File: config.mk
export PLATFORM = sky130hd
export DESIGN_NAME = uart_rx_fifo
export DESIGN_NICKNAME = d
export VERILOG_FILES = /design/src/rtl/uart_rx_fifo.sv
export SDC_FILE = /design/constraint.sdc
export NUM_CORES = 1
export LEC_CHECK = 0
export ABC_CLOCK_PERIOD_IN_PS = 7600
export CORE_AREA = 2 2 90 92
export CTS_BUF_LIST = sky130_fd_sc_hd__clkbuf_2 sky130_fd_sc_hd__clkbuf_4 sky130_fd_sc_hd__clkbuf_8
export CTS_CLUSTER_DIAMETER = 50
export CTS_CLUSTER_SIZE = 10
export DETAILED_ROUTE_END_ITERATION = 8
export DIE_AREA = 0 0 92 94
export PLACE_DENSITY = 0.58
export SLEW_MARGIN = 5
export SYNTH_ARGS = -nofsm -noshare
export SYNTH_HDL_FRONTEND = slang
export SYNTH_SLANG_ARGS = --single-unit
File: constraint.sdc
create_clock -name clock -period 7.6 [get_ports clock]
set_input_delay 1.52 -clock clock [delete_from_list [all_inputs] [get_ports clock]]
set_output_delay 1.52 -clock clock [all_outputs]
set_load 0.05 [all_outputs]
File: src/rtl/uart_rx_fifo.sv
// uart_rx_fifo: 8N1 UART receiver (LSB first) feeding a first-word-fall-through
// receive FIFO. It also flags framing errors and FIFO overflow, and drives an interrupt.
module uart_rx_fifo #(
  parameter int CLKS_PER_BIT = 347,
  parameter int FIFO_DEPTH   = 4
) (
  input  logic       clock,
  input  logic       resetb,
  input  logic       rx,
  input  logic       rd_en,
  output logic [7:0] rd_data,
  output logic       rx_valid,
  output logic       fifo_full,
  output logic       frame_err,
  output logic       overflow,
  input  logic       clr_err,
  output logic       irq
);

  localparam int CNT_W = $clog2(CLKS_PER_BIT);
  localparam int PTR_W = $clog2(FIFO_DEPTH);
  localparam logic [CNT_W-1:0] HALF_M1 = CNT_W'(CLKS_PER_BIT / 2 - 1);
  localparam logic [CNT_W-1:0] FULL_M1 = CNT_W'(CLKS_PER_BIT - 1);
  localparam logic [PTR_W:0]   DEPTH_C = (PTR_W + 1)'(FIFO_DEPTH);

  typedef enum logic [1:0] {IDLE, START, DATA, STOP} state_t;

  state_t           state_q, state_d;
  logic [CNT_W-1:0] cnt_q, cnt_d;
  logic [2:0]       bit_q, bit_d;
  logic [7:0]       shift_q, shift_d;
  logic             sync1_q, rx_s_q, rx_prev_q;
  logic             push, ferr_set;

  logic [7:0]       mem_q [FIFO_DEPTH];
  logic [PTR_W-1:0] wr_ptr_q, rd_ptr_q;
  logic [PTR_W:0]   count_q;
  logic             do_pop, push_ok, ovf_set;

  // Two-flop synchroniser plus previous-sample flop; all idle high out of reset.
  always_ff @(posedge clock or negedge resetb) begin
    if (!resetb) begin
      sync1_q   <= 1'b1;
      rx_s_q    <= 1'b1;
      rx_prev_q <= 1'b1;
    end else begin
      sync1_q   <= rx;
      rx_s_q    <= sync1_q;
      rx_prev_q <= rx_s_q;
    end
  end

  // Receiver state register.
  always_ff @(posedge clock or negedge resetb) begin
    if (!resetb) begin
      state_q <= IDLE;
      cnt_q   <= '0;
      bit_q   <= '0;
      shift_q <= '0;
    end else begin
      state_q <= state_d;
      cnt_q   <= cnt_d;
      bit_q   <= bit_d;
      shift_q <= shift_d;
    end
  end

  // Receiver next state: start on a falling edge, sample mid-bit thereafter.
  always_comb begin
    state_d  = state_q;
    cnt_d    = cnt_q + CNT_W'(1);
    bit_d    = bit_q;
    shift_d  = shift_q;
    push     = 1'b0;
    ferr_set = 1'b0;
    unique case (state_q)
      IDLE: begin
        cnt_d = '0;
        if (rx_prev_q && !rx_s_q) state_d = START;
      end
      START: begin
        if (cnt_q == HALF_M1) begin
          cnt_d   = '0;
          bit_d   = '0;
          // A line that is high again at mid-start was only a glitch.
          state_d = rx_s_q ? IDLE : DATA;
        end
      end
      DATA: begin
        if (cnt_q == FULL_M1) begin
          cnt_d          = '0;
          shift_d[bit_q] = rx_s_q;
          bit_d          = bit_q + 3'd1;
          if (bit_q == 3'd7) state_d = STOP;
        end
      end
      STOP: begin
        if (cnt_q == FULL_M1) begin
          cnt_d    = '0;
          state_d  = IDLE;
          push     = rx_s_q;
          ferr_set = !rx_s_q;
        end
      end
      default: state_d = IDLE;
    endcase
  end

  // A pop in the same cycle frees the slot, so a push into a full FIFO still lands.
  assign do_pop  = rd_en && (count_q != '0);
  assign push_ok = push && ((count_q != DEPTH_C) || do_pop);
  assign ovf_set = push && !push_ok;

  // FIFO pointers, occupancy count and sticky error flags.
  always_ff @(posedge clock or negedge resetb) begin
    if (!resetb) begin
      wr_ptr_q  <= '0;
      rd_ptr_q  <= '0;
      count_q   <= '0;
      frame_err <= 1'b0;
      overflow  <= 1'b0;
    end else begin
      if (push_ok) wr_ptr_q <= wr_ptr_q + PTR_W'(1);
      if (do_pop)  rd_ptr_q <= rd_ptr_q + PTR_W'(1);
      count_q <= count_q + (PTR_W + 1)'(push_ok) - (PTR_W + 1)'(do_pop);
      if (ferr_set)     frame_err <= 1'b1;
      else if (clr_err) frame_err <= 1'b0;
      if (ovf_set)      overflow  <= 1'b1;
      else if (clr_err) overflow  <= 1'b0;
    end
  end

  // Storage array; contents need no reset because the count gates visibility.
  always_ff @(posedge clock) begin
    if (push_ok) mem_q[wr_ptr_q] <= shift_q;
  end

  assign rx_valid  = (count_q != '0);
  assign fifo_full = (count_q == DEPTH_C);
  assign rd_data   = rx_valid ? mem_q[rd_ptr_q] : 8'h00;
  assign irq       = rx_valid | frame_err | overflow;

endmodule
After elaboration in Yosys (flattened, before gate mapping):

Memories as Yosys holds them, arrays and structs flattened.
Cells that the tools add are included.

* register bits after elaboration: 34
* RAM bits: 32
* word-level logic and storage cells: 79
* memories kept: 1

Memories
* mem_q: words 4, bits a word 8, rd ports 1, clocked after Yosys merged registers in 0, wr ports 1, line 35 `logic [7:0] mem_q [FIFO_DEPTH];`

* $add $sub $neg: 6
* $lt $le $gt $ge: 2
* equal/unequal tests: 13
* muxes and demuxes: 26
* bitwise logic cells: 2
* reductions and logical operators: 17

Operator list (number)
* one-hot mux 9 bit (3 select lines): 1
* two-way mux 9 bit: 2
* two-way mux 2 bit: 6
* two-way mux 1 bit: 10
* != test 2 bit, second input constant: 5
* adder 9 x 1 -> 9 bit, second input constant: 1
* == test 9 x 8 -> 1 bit, second input constant: 1
* == test 9 bit, second input constant: 1
* bitwise mux 8 bit: 1
* two-way mux 8 bit: 1
* one-hot mux 2 bit (4 select lines): 1
* == test 3 bit, second input constant: 2
* two-way mux 3 bit: 2
* one-hot mux 3 bit (2 select lines): 1
* nonzero test 2 bit: 3
* logical AND 1 bit: 5
* AND reduction 5 bit: 1
* adder 2 x 1 -> 2 bit, second input constant: 2
* == test 2 bit, second input constant: 2
* less-than comparator 3 x 4 -> 1 bit, second input constant: 1
* adder 3 x 1 -> 3 bit: 1
* adder 3 x 1 -> 3 bit, second input constant: 1
* demux 1 bit (select 3 bit): 1
* >= comparator 3 x 1 -> 1 bit, second input constant: 1
* other kinds (11): 13

Depth between registers and ports, before layout:

* word-level depth: 7
* depth in mapped cells: 10
* mapped depth without buffers: 9

Worst setup path after synthesis:

OpenSTA, ideal clock, no wires.

* kind: reg2out
* from: register count_q[1]
* to: output port rd_data[0]
* data arrival time: 1.753 ns
* data required time: 6.080 ns
* slack: 4.327 ns
* cell stages (with the launch flop): 5
* path buffers: 2
* cells stage by stage: dfrtp_1 or3_1 clkbuf_1 clkbuf_1 and2_1

* longest elaborated chain between the ends: 2

RTL lines
* start: declaration: line 37 `logic [PTR_W:0] count_q;`
* start signal: assignment: line 125 `count_q <= count_q + (PTR_W + 1)'(push_ok) - (PTR_W + 1)'(do_pop);`
* nonzero test 3 bit: line 138 `assign rx_valid = (count_q != '0);`
* net rx_valid: line 12 `output logic rx_valid,`
* two-way mux 8 bit: line 140 `assign rd_data = rx_valid ? mem_q[rd_ptr_q] : 8'h00;`
* end: declaration: line 11 `output logic [7:0] rd_data,`

The timed path passes the listed nets, and every way through them passes these cells.

Worst setup path after layout:

* from: register rd_ptr_q[0]
* to: output port rd_data[3]

* longest elaborated chain between the ends: 2

RTL lines
* start: declaration: line 36 `logic [PTR_W-1:0] wr_ptr_q, rd_ptr_q;`
* start signal: assignment: line 124 `if (do_pop) rd_ptr_q <= rd_ptr_q + PTR_W'(1);`
* memory (4 x 8 bit)
* two-way mux 8 bit: line 140

No other way between the ends.

==> results.md <==
- First-pass GRT wire length: 8.211 mm
- Outcome: finished clean
- TritonCTS clock tree: yes
- Synth cell types: 43
- Clock Skews: 0.007395 ns
- Kind of cell adding the most delay to the critical path: flip-flops
- DP Worst Slack: 3.924 ns
- Slew margin rel.: 55.82%
- Share of layout cells above drive strength 1: 18.45%
- Final layout net count: 244
- Die height: 94 um
- Pwr Density: 275.6 nW/um2
- Critical R2R Launch: cnt_q[0]
- Cts hold-fix bufs: 0
- P_int: 0.0006706 W
- Worst min path class: reg -> reg
- Area leader, netlist: edfxtp_1
- Die Span X: 92 um
- P_leak: 1.395 nW
- CP Buf/Inv Count: 1
- Hpwl dp: 3.173 mm
- Top-area cell type share of the netlist area: 32.57%
- Vias in the first global route: 1632
- Worst-path fanout max: 10
- Post-CTS Setup Inserts: 0
- Clk_lat worst skew: 0.34 ns
- Yosys warning total: 0
- Fmax: 249.7 MHz
- Initial antenna violation count: 0
- Gr ovfl total: 0
- Port buffer count: 17
- Comb power frac: 16.9%
- Post-CTS sizing: 0
- Global-route usage over all layers: 12.64%
- VDD IR max: 0.0001499 V
- Register Area: 1815 um2
- CP Depth: 3
- Sw frac: 29.18%
- DR iter-0 viols: 74
- Multi-input logic area: 1054 um2
- CTS buffer count: 9
- Antenna-violating nets left: 0
- R2R setup slack: 5.01 ns
- Largest cells by area after synthesis: edfxtp_1, dfrtp_1, mux4_2
- Mapped Cells: 206
- Syn_nets: 222
- Drc violations: 0
- Setup crit start: rd_ptr_q[0]
- CP required: 6.08 ns
- Post-route setup slack: 3.595 ns
- Drt pass-1 iters: 4
- Critical Path Max Stage Delay: 0.71 ns
- Ratio of final minimum period to clock period: 52.70%
- Clock Pin Slew Worst Setup and Hold Paths: 0.07 ns
- Fin. max-slew vios: 0
- Die area: 8648 um2
- Crit path kind: reg -> out
- Hold Fails Final Rpt: 0
- Filler cells: 702
- Asr flop ratio synth: 51.52%
- Mean Syn Cell Area: 14.32 um2
- Clk sink count: 66
- Ys flop type: edfxtp_1
- Cells along the critical path: mux4_2 > and2_1 > clkdlybuf4s50_1
- CP max-delay cell: dfrtp_1
- Clock share of power: 33.6%
- Switching pwr: 0.0002762 W
- Initial Utilization: 38.78%
- Setup crit end: rd_data[3]
- Vias/cell: 4.728
- Placer Congestion: 0.7482
- Fin crit period: 4.005 ns
- R2R cell count: 9
- Drt wl/cell: 13.99 um
- Largest net degree at the start of global routing: 35
- I/O pin count: 18
- Total number of vias: 1584
- Core ar.: 7607 um2
- Longest Clk Path Bufs: 2
- Fin Setup TNS: 0 ns
- Critical register-to-register path endpoint: count_q[2]
- MaxCap Viol Count: 0
- CP endpoint kind: output port
- RSZ-0062 raised after global routing: no
- Crit start category: flip-flop
- Tightest Pin Transition: 0.6566 ns
- Syn Std Cell Area: 2950 um2
- Number of synthesized flops with an enable pin: 32
- Seq pwr share: 49.5%
- Routed WL: 4.685 mm
- P&R area growth vs syn: 16.45%
- Rows: 32
- H-tree depth: 3
- Register area share after synthesis: 61.54%
- Setup-failing EPs final: 0
- Critical Path AT: 2.49 ns
- Ant diodes: 0
- Clock root cell: clkbuf_8
- Yosys reg bits: 66
state kept, by name, summed over array words and instances, names as in the netlist, named ones only:
name       cells
state_q        1
rd_ptr_q       2
rx_prev_q      1
cnt_q          9
bit_q          3
sync1_q        1
frame_err      1
count_q        3
overflow       1
shift_q        8
mem_q         32
wr_ptr_q       2
rx_s_q         1
synthesized netlist by cell type, types with 2 or more instances:
| cell type | instances |
|---|---|
| buf_2 | 2 |
| ha_1 | 10 |
| mux4_2 | 8 |
| nor3b_1 | 2 |
| nor2b_1 | 3 |
| nor3_1 | 4 |
| and2_1 | 12 |
| inv_1 | 12 |
| xor2_1 | 3 |
| nand3_1 | 11 |
| edfxtp_1 | 32 |
| nand2b_1 | 2 |
| nand2_1 | 7 |
| dfrtp_1 | 31 |
| dfstp_2 | 3 |
| or3_1 | 2 |
| nand4_1 | 2 |
| clkbuf_1 | 4 |
| mux2i_1 | 2 |
| nor2_1 | 14 |
| mux2_2 | 8 |
| xnor2_1 | 11 |
power groups by stage:
stage | sequential (W) | clock [W] | combinational (W)
6_report | 0.000469 | 0.000318 | 0.000160
3_3_place_gp | 0.000475 | 0 | 0.000159
3_5_place_dp | 0.000477 | 0 | 0.000163
4_1_cts | 0.000470 | 0.000327 | 0.000163
2_1_floorplan | 0.000436 | 0 | 0.000159
5_1_grt | 0.000478 | 0.000345 | 0.000180
per-stage QoR:
| step | std cells | utilization, % | hold slack, ns | total power, W | cell area (um2) |
|---|---|---|---|---|---|
| CTS | 335 | 45.16 | 0.3571 | 0.0009602 | 3436 |
| global route | 335 | 45.16 | 0.3594 | 0.001003 | 3436 |
| detailed placement | 319 | 42.32 | 0.3475 | 0.0006402 | 3219 |
| finish | 335 | 45.16 | 0.3567 | 0.0009469 | 3436 |
| floorplan | 206 | - | 0.3452 | 0.0005947 | 2950 |
| global placement | 319 | 42.32 | 0.3458 | 0.0006346 | 3219 |
kinds of logic after synthesis:
kind of cell	after synthesis	share of synthesized area (%)
simple gates	70	14.38
flops	66	61.54
buf+inv	19	2.756
mux	19	10.22
xor+xnor	14	4.156
fa+ha+maj	11	4.919
compound gates	7	2.036
cell type report:
cell class / count / share of cell area (%)
Sequential cell: 66 / 52.84
Multi-Input combinational cell: 121 / 30.66
Timing Repair Buffer: 18 / 5.171
Tap cell: 102 / 3.714
Clock buffer: 9 / 3.605
Clock inverter: 7 / 2.695
Inverter: 12 / 1.311
placed cells by master, fill, tap and decap left out, types with 2 or more instances in the layout:
master	Yosys	routed
and2_1	12	12
or3_1	2	2
nor3_1	4	4
inv_1	12	12
xor2_1	3	3
mux2i_1	2	2
dfrtp_1	31	31
xnor2_1	11	11
nand4_1	2	2
mux2_2	8	8
edfxtp_1	32	32
bufinv_16	0	2
nand2b_1	2	2
nand2_1	7	7
nand3_1	11	11
nor2b_1	3	3
clkbuf_8	0	9
mux4_2	8	8
nor3b_1	2	2
nor2_1	14	14
clkinvlp_4	0	2
clkdlybuf4s50_1	0	17
ha_1	10	10
dfstp_2	3	3
layer usage:
metal | up-vias | share of wire [%] | global-route usage [%]
li1 | 783 | - | -
met1 | 771 | 47 | 15.98
met2 | 22 | 48 | 19.67
met3 | 8 | 3.1 | 3.852
met4 | 0 | 2.0 | 6.592
met5 | - | 0 | 0
worst min-delay path by stage:
stage	from	end	slack (ns)	cells past startpoint
after floorplan	sync1_q	rx_s_q	0.35	0
after global placement	sync1_q	rx_s_q	0.35	0
after detailed placement	sync1_q	rx_s_q	0.35	0
after CTS	sync1_q	rx_s_q	0.36	0
after global routing	sync1_q	rx_s_q	0.36	0
final	sync1_q	rx_s_q	0.36	0
(Power assumes the default switching activity.)
